<file path="src/rtl/obstacle_height_scheduler.sv">
// obstacle_height_scheduler
// Round-robin arbiter that hands out one shared LFSR draw per obstacle slot,
// maps the draw into the playable height band, slew-limits it against the
// previously issued height and stores it in a per-slot height table.

module obstacle_height_scheduler #(
    parameter int N_SLOTS  = 4,
    parameter int START_Y  = 200,
    parameter int Y_MIN    = 65,
    parameter int Y_RANGE  = 400,
    parameter int MAX_STEP = 150
) (
    input  logic                    clk,
    input  logic                    reset_n,
    input  logic                    pause,
    input  logic [N_SLOTS-1:0]      req,
    output logic [N_SLOTS-1:0]      ack,
    output logic                    lfsr_gen,
    input  logic [29:0]             lfsr_data,
    output logic [10*N_SLOTS-1:0]   y_table,
    output logic [9:0]              last_y,
    output logic                    busy
);

    localparam int IDX_W    = (N_SLOTS > 1) ? $clog2(N_SLOTS) : 1;
    localparam int N_STAGES = (1024 + Y_RANGE - 1) / Y_RANGE;

    localparam logic [10:0]        Y_RANGE_W  = 11'(Y_RANGE);
    localparam logic [10:0]        Y_MIN_W    = 11'(Y_MIN);
    localparam logic signed [10:0] MAX_STEP_S = 11'(MAX_STEP);
    localparam logic [9:0]         START_Y_W  = 10'(START_Y);
    localparam logic [IDX_W-1:0]   LAST_IDX   = IDX_W'(N_SLOTS - 1);

    typedef enum logic [1:0] {
        IDLE   = 2'd0,
        DRAW   = 2'd1,
        SAMPLE = 2'd2,
        COMMIT = 2'd3
    } state_t;

    state_t           state_q, state_d;
    logic [IDX_W-1:0] rr_ptr_q, rr_ptr_d;
    logic [IDX_W-1:0] gnt_idx_q, gnt_idx_d;
    logic [9:0]       r_q, r_d;
    logic [9:0]       last_y_q, last_y_d;
    logic [9:0]       y_table_q [N_SLOTS];
    logic [9:0]       y_table_d [N_SLOTS];

    logic [IDX_W-1:0] arb_idx;
    logic             arb_found;
    logic [10:0]      mapped;
    logic [9:0]       new_y;
    logic             lfsr_unused;

    // Only the low 10 bits of the LFSR word feed the height mapping.
    assign lfsr_unused = ^lfsr_data[29:10];

    // Round-robin search: first set request at or above rr_ptr, wrapping around.
    always_comb begin
        int               cand;
        logic [IDX_W-1:0] cand_idx;
        cand      = 0;
        cand_idx  = '0;
        arb_idx   = rr_ptr_q;
        arb_found = 1'b0;
        for (int i = 0; i < N_SLOTS; i++) begin
            cand = int'(rr_ptr_q) + i;
            if (cand >= N_SLOTS) begin
                cand = cand - N_SLOTS;
            end
            cand_idx = IDX_W'(cand);
            if (!arb_found && req[cand_idx]) begin
                arb_found = 1'b1;
                arb_idx   = cand_idx;
            end
        end
    end

    // Range reduction r mod Y_RANGE by unrolled conditional subtraction.
    always_comb begin
        mapped = {1'b0, r_q};
        for (int s = 0; s < N_STAGES; s++) begin
            if (mapped >= Y_RANGE_W) begin
                mapped = mapped - Y_RANGE_W;
            end
        end
    end

    // Slew clamp in signed arithmetic so last_y - MAX_STEP may go negative safely.
    always_comb begin
        logic signed [10:0] target_s;
        logic signed [10:0] last_s;
        logic signed [10:0] hi_s;
        logic signed [10:0] lo_s;
        logic signed [10:0] clamp_s;
        target_s = $signed(mapped + Y_MIN_W);
        last_s   = $signed({1'b0, last_y_q});
        hi_s     = last_s + MAX_STEP_S;
        lo_s     = last_s - MAX_STEP_S;
        if (target_s > hi_s) begin
            clamp_s = hi_s;
        end else if (target_s < lo_s) begin
            clamp_s = lo_s;
        end else begin
            clamp_s = target_s;
        end
        new_y = clamp_s[9:0];
    end

    // Next-state logic: grant in IDLE, pulse gen in DRAW, capture in SAMPLE, write in COMMIT.
    always_comb begin
        state_d   = state_q;
        rr_ptr_d  = rr_ptr_q;
        gnt_idx_d = gnt_idx_q;
        r_d       = r_q;
        last_y_d  = last_y_q;
        y_table_d = y_table_q;
        case (state_q)
            IDLE: begin
                if (!pause && arb_found) begin
                    gnt_idx_d = arb_idx;
                    state_d   = DRAW;
                end
            end
            DRAW: begin
                state_d = SAMPLE;
            end
            SAMPLE: begin
                r_d     = lfsr_data[9:0];
                state_d = COMMIT;
            end
            COMMIT: begin
                y_table_d[gnt_idx_q] = new_y;
                last_y_d             = new_y;
                rr_ptr_d             = (gnt_idx_q == LAST_IDX) ? '0 : gnt_idx_q + 1'b1;
                state_d              = IDLE;
            end
            default: begin
                state_d = IDLE;
            end
        endcase
    end

    // State and datapath registers, all returning to their start values on reset.
    always_ff @(posedge clk or negedge reset_n) begin
        if (!reset_n) begin
            state_q   <= IDLE;
            rr_ptr_q  <= '0;
            gnt_idx_q <= '0;
            r_q       <= '0;
            last_y_q  <= START_Y_W;
            for (int k = 0; k < N_SLOTS; k++) begin
                y_table_q[k] <= START_Y_W;
            end
        end else begin
            state_q   <= state_d;
            rr_ptr_q  <= rr_ptr_d;
            gnt_idx_q <= gnt_idx_d;
            r_q       <= r_d;
            last_y_q  <= last_y_d;
            for (int k = 0; k < N_SLOTS; k++) begin
                y_table_q[k] <= y_table_d[k];
            end
        end
    end

    // Decoded outputs: ack marks the slot being written this cycle.
    always_comb begin
        ack = '0;
        if (state_q == COMMIT) begin
            ack[gnt_idx_q] = 1'b1;
        end
        lfsr_gen = (state_q == DRAW);
        busy     = (state_q != IDLE);
        last_y   = last_y_q;
        for (int k = 0; k < N_SLOTS; k++) begin
            y_table[10*k +: 10] = y_table_q[k];
        end
    end

endmodule

</file>
<file path="config.mk">
export PLATFORM = sky130hd
export DESIGN_NAME = obstacle_height_scheduler
export DESIGN_NICKNAME = d
export VERILOG_FILES = /design/src/rtl/obstacle_height_scheduler.sv
export SDC_FILE = /design/constraint.sdc
export NUM_CORES = 1
export LEC_CHECK = 0
export CORE_MARGIN = 3
export CORE_UTILIZATION = 37
export CTS_CLUSTER_DIAMETER = 30
export DETAILED_ROUTE_END_ITERATION = 8
export GPL_TIMING_DRIVEN = 0
export PLACE_DENSITY = 0.59
export SYNTH_ARGS = -nofsm -noshare
export SYNTH_HDL_FRONTEND = slang
export SYNTH_SLANG_ARGS = --single-unit
</file>
<file path="constraint.sdc">
create_clock -name clk -period 5.19 [get_ports clk]
set_input_delay 0.7785 -clock clk [delete_from_list [all_inputs] [get_ports clk]]
set_output_delay 0.7785 -clock clk [all_outputs]
set_load 0.02 [all_outputs]
</file>
==> results of run 1 <==
## routing by layer
metal  track usage (%)  up-vias  routed length [microns]
li1                  -     2066                        -
met1              25.2     2002                     6030
met2              27.6      100                     5660
met3              4.71       12                      574
met4              5.20        0                      171
met5                 0        -                        0
## logic make-up (layout without fill, tap and decap cells)
family / count (synthesis) / count (layout) / share of synthesized area, %
and+or+nand+nor: 179 / 179 / 20.2
AOI/OAI and AO/OA: 149 / 149 / 21.3
DFF: 66 / 66 / 36.0
buffers and inverters: 52 / 142 / 4.45
adders and majority gates: 35 / 35 / 9.45
xor gates and xnor gates: 21 / 21 / 3.97
muxes: 19 / 19 / 4.56
## through the flow
step                instances  utilization (%)  instance area (sq um)
floorplan                 521                -                   4630
global placement          761             46.0                   5570
detailed placement        761             45.9                   5560
CTS                       777             48.6                   5890
global route              779             49.2                   5960
finish                    779             49.2                   5960
## final cells by class
type                       count  area share (%)
multi-input combinational    403            47.8
sequential                    66            28.0
timing repair buffer          74            12.3
clock buffer                  11            3.91
tap                          168            3.53
inverter                      31            1.95
buffer                        21            1.57
clock inverter                 5           0.924
## final timing paths
path	endpoint	startpoint	slack, ns
worst min register to register	y_table[31]$_DFFE_PN0P_	y_table[31]$_DFFE_PN0P_	0.47
worst min-delay path	y_table[31]$_DFFE_PN0P_	y_table[31]$_DFFE_PN0P_	0.47
max in group asynchronous	r_q[2]$_DFFE_PN0P_	reset_n	4.09
worst max-delay path	y_table[13]$_DFFE_PN1P_	r_q[5]$_DFFE_PN0P_	0.23
min in group asynchronous	y_table[24]$_DFFE_PN0P_	reset_n	0.53
worst max register to register	y_table[13]$_DFFE_PN1P_	r_q[5]$_DFFE_PN0P_	0.23
## cell usage after synthesis, types with 3 or more instances
master	number
o221ai_1	4
a21o_1	3
buf_2	3
nor4_1	5
mux2_2	17
o21ai_0	47
nor3b_1	3
o31ai_1	5
inv_1	27
nand3_1	13
clkinv_1	4
dfrtp_1	51
o21a_1	8
and2_1	3
nor2_1	42
a21oi_1	29
a31oi_1	12
dfstp_2	15
and3_1	6
nor2b_1	5
o22ai_1	7
clkbuf_1	17
o211ai_1	7
xnor2_1	11
xor2_1	10
nand4_1	7
nand2b_1	7
or3_1	6
nand2_1	53
ha_1	35
nor3_1	12
a211oi_1	3
## worst register-to-register path, stage by stage (launching register included)
cell and delay (ns):
dfrtp_1 0.45, inv_1 0.16, ha_1 0.18, nor4b_4 0.19, buf_4 0.19, nand3_2 0.14, a221o_2 0.48, a21o_1 0.20
a221oi_2 0.34, nand4bb_2 0.28, xnor2_1 0.22, ha_1 0.27, o21ai_0 0.09, a211oi_1 0.25, a21oi_1 0.15, o22ai_4 0.28
clkbuf_4 0.30, mux2i_1 0.47, mux2_2 0.25
## flip-flops by register name (all words and copies together) (netlist names)
signal	count
gnt_idx_q	2
r_q	10
rr_ptr_q	2
y_table	40
last_y	10
state_q	2
## timing repair
item                       4_1_cts  5_1_grt
buffers inserted                 0        2
setup endpoints to repair       45       50
pin swaps                        0        1
resized for setup               10       14
==> run summary, run 1 <==
Hold buffer count at cts: 0
Tmin final: 4.96 ns
H-Tree Depth: 3
Synth warnings: 0
Synth top area share: 27.5%
Io pins: 93
CP dominant cell by count: ha_1
Final Hold Fails: 0
Antenna violations before repair: 0
Root Driver: clkbuf_16
Via-to-Cell Ratio: 5.37
Die height: 118 microns
Prevailing post-synth register cell: dfrtp_1
Worst setup SP type: register
Crit path required time: 5.47 ns
Fmax: 0.202 GHz
Post-synthesis sequential area ratio: 36.0%
DRC: 0
Worst-case clock skew: 0.00690 ns
Clk_lat worst skew: 0.34 ns
Antenna-violating nets left: 0
Nets: 678
Max clock buf depth: 2
Pre-CTS WS: -0.513 ns
Core ar.: 0.0121 sq mm
Die area: 0.0139 sq mm
Initial cell density of the core: 38.3%
Synth area leaders: dfrtp_1, ha_1, dfstp_2, o21ai_0, nand2_1
Yosys reg bits: 66
Final setup margin: 0.231 ns
Die W: 118 microns
Slew Limit Headroom: 44.0%
Unrepaired setup endpoints after global routing: yes
Post-synthesis net count: 593
Worst Setup End Kind: register
Crit-path cells: inv_1, ha_1, nor4b_4, buf_4, nand3_2, a221o_2, a21o_1, a221oi_2, nand4bb_2, xnor2_1, ha_1, o21ai_0, a211oi_1, a21oi_1, o22ai_4, clkbuf_4, mux2i_1, mux2_2
Setup Viol. Count Final: 0
CP Data Arrival Time: 5.24 ns
CTS Sinks: 66
Syn Area/Cell: 8.90 sq um
Area leader, netlist: dfrtp_1
Slowest-stage cell, CP: a221o_2
Reg clk slew, reported paths: 0.06 ns
Largest net degree at the start of global routing: 67
Hold path cells: 2
Total CTS buffers: 9
Slew @ Worst Pin: 0.840 ns
Initial DRC count: 234
Cell Rows: 40
Status: finished clean
Footprint of the multi-input gates: 0.00285 sq mm
WP buf/inv: 3
DP Wirelength: 9650 microns
Seq. cell area: 0.00167 sq mm
TritonCTS clock tree: built
Mapped Cells: 521
Port Buffers: 72
Hold_ws: 0.473 ns
Layout area overhead: 28.6%
Netlist cell types: 67
Worst path depth: 18
Grt ovf: 0
RD Place Congestion: 0.833
Ys async rst share: 100%
Setup TNS: 0 ns
Overall routing resource usage: 18.1%
WL/cell: 16.0 microns
Maxcap violations: 0
Hold Crit Class: register to register
Drt total wl: 12400 microns
Maximum fanout along the worst path: 10
Critical path's largest stage delay: 0.48 ns
Number of diodes: 0
FILL cells: 1184
Vias in the first global route: 4006
DRT Pass-1 Iters: 6
Most common cell after layout, fill and taps aside: clkdlybuf4s50_1
R2R depth: 18
Top Family by Delay on Critical Path: compound AO/OA/AOI/OAI gates
DR vias: 4180
Final worst path period share: 95.5%
Syn Std Cell Area: 0.00463 sq mm
Crit Path Class: register to register
Share of cells above drive strength 1: 14.1%
Slew Limit Fails: 0
Most frequent cells in the layout: clkdlybuf4s50_1, nand2_1, dfrtp_1
Post-synth EDFFs: 0
First-pass GRT wire length: 20400 microns
Power of run 1 is not shown: default switching activity piles up to over one toggle a cycle in this logic, so the estimate is an artifact.
==> run 2: changes to the inputs <==
- GPL_ROUTABILITY_DRIVEN: not set -> 0
==> run summary, run 2 (synthesis results as in run 1) <==
Nets: 677 (-0.15%)
Reg clk slew, reported paths: 0.05 ns (about the same)
Worst setup SP type: register
Final worst path period share: 93.7% (-1.9 points)
Hold buffer count at cts: 0 (unchanged)
Maximum fanout along the worst path: 10 (unchanged)
DP Wirelength: 9510 microns (-1.5%)
Hold Crit Class: register to register
Slew Limit Fails: 0 (unchanged)
Number of flip-flops in the largest register: 40 (unchanged)
Final Hold Fails: 0 (unchanged)
Root Driver: clkbuf_16
Footprint of the multi-input gates: 0.00285 sq mm (about the same)
Max clock buf depth: 2 (unchanged)
Non-filler cells, final: 778 (-0.13%)
FF-to-FF End: y_table[34]$_DFFE_PN0P_
Die W: 118 microns (unchanged)
Die height: 118 microns (unchanged)
Clk_lat worst skew: 0.34 ns (about the same)
Initial DRC count: 342 (+46%)
R2R depth: 19 (+1)
Fmax: 0.206 GHz (+2.0%)
Antenna-violating nets left: 0 (unchanged)
Vias in the first global route: 3976 (-0.75%)
DR vias: 4201 (+0.50%)
CTS Sinks: 66 (unchanged)
Maxcap violations: 0 (unchanged)
Hold endpoint: y_table[31]$_DFFE_PN0P_
Overall routing resource usage: 17.8% (-0.26 points)
WL/cell: 16.0 microns (+0.42%)
Antenna violations before repair: 0 (unchanged)
Hold path cells: 2 (unchanged)
Setup Viol. Count Final: 0 (unchanged)
TritonCTS clock tree: built
Share of cells above drive strength 1: 14.1% (+0.023 points)
First-pass GRT wire length: 20300 microns (-0.61%)
Worst R2R Setup Slack: 0.33 ns (+0.10 ns)
Worst-case clock skew: 0.00840 ns (+0.00149 ns)
DRT Pass-1 Iters: 5 (-1)
Worst Setup End Kind: register
Io pins: 93 (unchanged)
Most frequent cells in the layout: clkdlybuf4s50_1, nand2_1, dfrtp_1
Via-to-Cell Ratio: 5.40 (+0.63%)
Unrepaired setup endpoints after global routing: yes
Status: finished clean
Crit-path cells: inv_1, ha_1, nor4b_4, buf_4, nand3_2, a221o_2, a21o_1, a221oi_2, nand4bb_2, xnor2_1, ha_1, o21ai_0, a211oi_1, a21oi_1, o22ai_4, clkbuf_4, nor2_1, a211oi_4, o21ai_0
Largest net degree at the start of global routing: 67 (unchanged)
Slew Limit Headroom: 42.0% (-2.1 points)
Slowest-stage cell, CP: a221o_2
Crit Path Class: register to register
Placed cells: 761 (unchanged)
Seq. cell area: 0.00167 sq mm (unchanged)
Grt ovf: 0 (unchanged)
Worst hold start: y_table[31]$_DFFE_PN0P_
CP Data Arrival Time: 5.06 ns (-0.18 ns)
DRC: 0 (unchanged)
Die area: 0.0139 sq mm (unchanged)
Crit path required time: 5.39 ns (-0.08 ns)
Slew @ Worst Pin: 0.870 ns (+0.0308 ns)
FILL cells: 1227 (+3.6%)
Reg2Reg Launch Point: r_q[5]$_DFFE_PN0P_
Layout area overhead: 28.1%
Most common cell after layout, fill and taps aside: clkdlybuf4s50_1
Number of diodes: 0 (unchanged)
Drt total wl: 12500 microns (+0.29%)
Total CTS buffers: 9 (unchanged)
Core ar.: 0.0121 sq mm (unchanged)
Cell Rows: 40 (unchanged)
Port Buffers: 72 (unchanged)
Tmin final: 4.86 ns (-0.0964 ns)
Cell Area, Placed: 0.00556 sq mm (unchanged)
Initial cell density of the core: 38.3% (unchanged)
H-Tree Depth: 3 (unchanged)
Hold_ws: 0.475 ns (+0.00109 ns)
Post-route cell area: 0.00594 sq mm (-0.40%)
Critical path's largest stage delay: 0.48 ns (about the same)
-- run 2: cell types whose count changed in the layout (fill, tap and decap cells not counted) --
cell,previous run,this run
mux2i_2,0,1
bufinv_16,1,0
buf_1,1,0
buf_4,3,2
or3_4,1,0
clkbuf_8,0,1
clkinv_2,2,3
mux2i_1,2,1
o21ai_0,45,46
o21ai_1,2,1
or3_1,5,6
-- run 2: through the flow --
stage	setup WS, ns	setup TNS [ns]	util, %
finish	0.328	0	49.0
global placement	-0.327	-6.60	46.0
detailed placement	-0.434	-10.64	45.9
global route	-0.0337	-0.0478	49.0
floorplan	0.749	0	-
CTS	-0.0261	-0.0433	48.3
-- run 2: worst max-delay path: cells and delay by family, from the launching register on --
kind | cells | cell delay [ns]
and+or+nand+nor | 4 | 0.70
DFF | 1 | 0.44
xor gates and xnor gates | 1 | 0.22
adders and majority gates | 2 | 0.45
buffers and inverters | 3 | 0.66
AOI/OAI and AO/OA | 9 | 2.24
-- run 2: metal layers --
layer | GRT usage, % | wire length, microns
met2 | 28.7 | 5720
met3 | 4.47 | 750
met1 | 24.0 | 5880
met4 | 4.40 | 117
met5 | 0 | 0
-- run 2: how the worst max path moves through the flow --
stage,startpoint,cells past startpoint,endpoint,slack [ns]
3_3_place_gp,r_q[5]$_DFFE_PN0P_,19,y_table[10]$_DFFE_PN0P_,-0.33
2_1_floorplan,r_q[5]$_DFFE_PN0P_,18,y_table[14]$_DFFE_PN0P_,0.75
6_report,r_q[5]$_DFFE_PN0P_,19,y_table[34]$_DFFE_PN0P_,0.33
4_1_cts,r_q[5]$_DFFE_PN0P_,19,y_table[34]$_DFFE_PN0P_,-0.03
5_1_grt,r_q[5]$_DFFE_PN0P_,19,y_table[34]$_DFFE_PN0P_,-0.03
3_5_place_dp,r_q[5]$_DFFE_PN0P_,19,y_table[34]$_DFFE_PN0P_,-0.43
-- run 2: timing repair --
action | 4_1_cts | 5_1_grt
buffers inserted | 0 | 1
gates resized for setup | 6 | 16
setup endpoints to repair | 50 | 50
gates cloned | 0 | 0
pin swaps | 0 | 4
-- run 2: final cells by class --
class                   instances  share of cell area (%)
plain buffers                  21                    1.58
clock buffers                  11                    4.09
clock inverters                 5                   0.506
inverters                      31                    1.96
multi-input cells             403                    48.0
flip-flops and latches         66                    28.1
well taps                     168                    3.54
repair buffers                 73                    12.2
Power of run 2 is left out for the same reason.
==> run 3: changes to the inputs <==
- CORE_UTILIZATION: 37 -> 35
- MAX_ROUTING_LAYER: not set -> met4
- PLACE_DENSITY: 0.59 -> 0.56
==> run summary, run 3 (synthesis results as in run 1) <==
Status: finished clean
Slew @ Worst Pin: 0.843 ns (-0.0270 ns)
Io pins: 93 (unchanged)
Maximum fanout along the worst path: 10 (unchanged)
DR vias: 4200 (-0.024%)
Final Hold Fails: 0 (unchanged)
Number of diodes: 0 (unchanged)
Hold Crit Class: register to register
H-Tree Depth: 3 (unchanged)
Max clock buf depth: 2 (unchanged)
Worst-case clock skew: 0.00523 ns (-0.00316 ns)
Fmax: 0.203 GHz (-1.2%)
Drt total wl: 12600 microns (+0.75%)
TritonCTS clock tree: built
Worst setup SP type: register
DRT Pass-1 Iters: 5 (unchanged)
Slew Limit Headroom: 43.8% (+1.8 points)
Vias in the first global route: 4096 (+3.0%)
Most frequent cells in the layout: clkdlybuf4s50_1, nand2_1, dfrtp_1
Antenna violations before repair: 0 (unchanged)
Die height: 121 microns (+2.7%)
Die area: 0.0147 sq mm (+5.4%)
Tmin final: 4.92 ns (+0.0572 ns)
Root Driver: clkbuf_16
Most common cell after layout, fill and taps aside: clkdlybuf4s50_1
Setup Viol. Count Final: 0 (unchanged)
DRC: 0 (unchanged)
CTS Sinks: 66 (unchanged)
Initial cell density of the core: 36.3% (-2.0 points)
Cell Rows: 41 (+2.5%)
DP Wirelength: 9550 microns (+0.42%)
Nets: 679 (+0.30%)
Layout area overhead: 29.4%
Clk_lat worst skew: 0.34 ns (about the same)
Via-to-Cell Ratio: 5.36 (-0.79%)
Reg clk slew, reported paths: 0.05 ns (about the same)
Largest net degree at the start of global routing: 67 (unchanged)
Crit path required time: 5.47 ns (+0.08 ns)
Setup TNS: 0 ns (unchanged)
Hold buffer count at cts: 0 (unchanged)
Share of cells above drive strength 1: 15.0% (+0.93 points)
Number of flip-flops in the largest register: 40 (unchanged)
Worst Setup End Kind: register
Slew Limit Fails: 0 (unchanged)
Grt ovf: 0 (unchanged)
Overall routing resource usage: 18.3% (+0.44 points)
Crit Path Class: register to register
Final worst path period share: 94.8% (+1.1 points)
Total CTS buffers: 9 (unchanged)
Worst R2R Setup Slack: 0.27 ns (-0.06 ns)
Maxcap violations: 0 (unchanged)
Core ar.: 0.0128 sq mm (+5.5%)
Die W: 121 microns (+2.7%)
CP Data Arrival Time: 5.20 ns (+0.14 ns)
First-pass GRT wire length: 20700 microns (+2.1%)
Port Buffers: 72 (unchanged)
Initial DRC count: 260 (-24%)
Antenna-violating nets left: 0 (unchanged)
WL/cell: 16.0 microns (about the same)
-- run 3: path summary, 6_finish.rpt --
kind	startpoint	endpoint	cells after the start
worst min register to register	y_table[30]$_DFFE_PN0P_	y_table[30]$_DFFE_PN0P_	2
worst max-delay path	r_q[5]$_DFFE_PN0P_	y_table[13]$_DFFE_PN1P_	18
worst max register to register	r_q[5]$_DFFE_PN0P_	y_table[13]$_DFFE_PN1P_	18
max in group asynchronous	reset_n	r_q[1]$_DFFE_PN0P_	1
worst min-delay path	y_table[30]$_DFFE_PN0P_	y_table[30]$_DFFE_PN0P_	2
min in group asynchronous	reset_n	y_table[21]$_DFFE_PN0P_	1
-- run 3: layout make-up --
class | instances | area, sq um
buffer | 21 | 95.1
sequential | 66 | 1670
inverter | 31 | 116
fill | 1241 | 6780
tap | 172 | 215
multi-input combinational | 403 | 2890
timing repair buffer | 75 | 741
clock buffer | 11 | 243
clock inverter | 5 | 30.0
-- run 3: metal layers --
metal	up-vias	GRT usage (%)	part of all wire [%]
li1	2063	-	-
met1	2037	24.9	49
met2	90	27.5	46
met3	10	3.82	4.0
met4	0	5.24	1.1
met5	-	-	0
-- run 3: critical path, stage by stage (launching register included) --
cell       delay, ns
dfrtp_1         0.44
inv_1           0.17
ha_1            0.17
nor4b_4         0.18
buf_4           0.18
nand3_2         0.15
a221o_1         0.45
a21o_1          0.21
a221oi_2        0.33
nand4bb_2       0.30
xnor2_1         0.24
ha_1            0.26
o21ai_0         0.09
a211oi_1        0.33
a21oi_2         0.13
o22ai_4         0.29
buf_4           0.28
mux2i_2         0.42
mux2_2          0.23
-- run 3: per-stage QoR --
step                hold slack, ns  util (%)  cells  cell area [sq um]  setup slack [ns]
finish                       0.477      46.9    784               6000             0.270
global placement             0.462      43.6    765               5570            -0.362
global route                 0.506      46.9    784               6000           -0.0192
CTS                          0.482      45.9    781               5860           -0.0615
floorplan                    0.483         -    521               4630             0.749
detailed placement           0.471      43.6    765               5570            -0.462
-- run 3: what timing repair did --
action	4_1_cts	5_1_grt
endpoints found under the setup margin	50	50
pin swaps	0	2
buffers inserted	0	3
resized for setup	7	26
Power of run 3 is left out for the same reason.
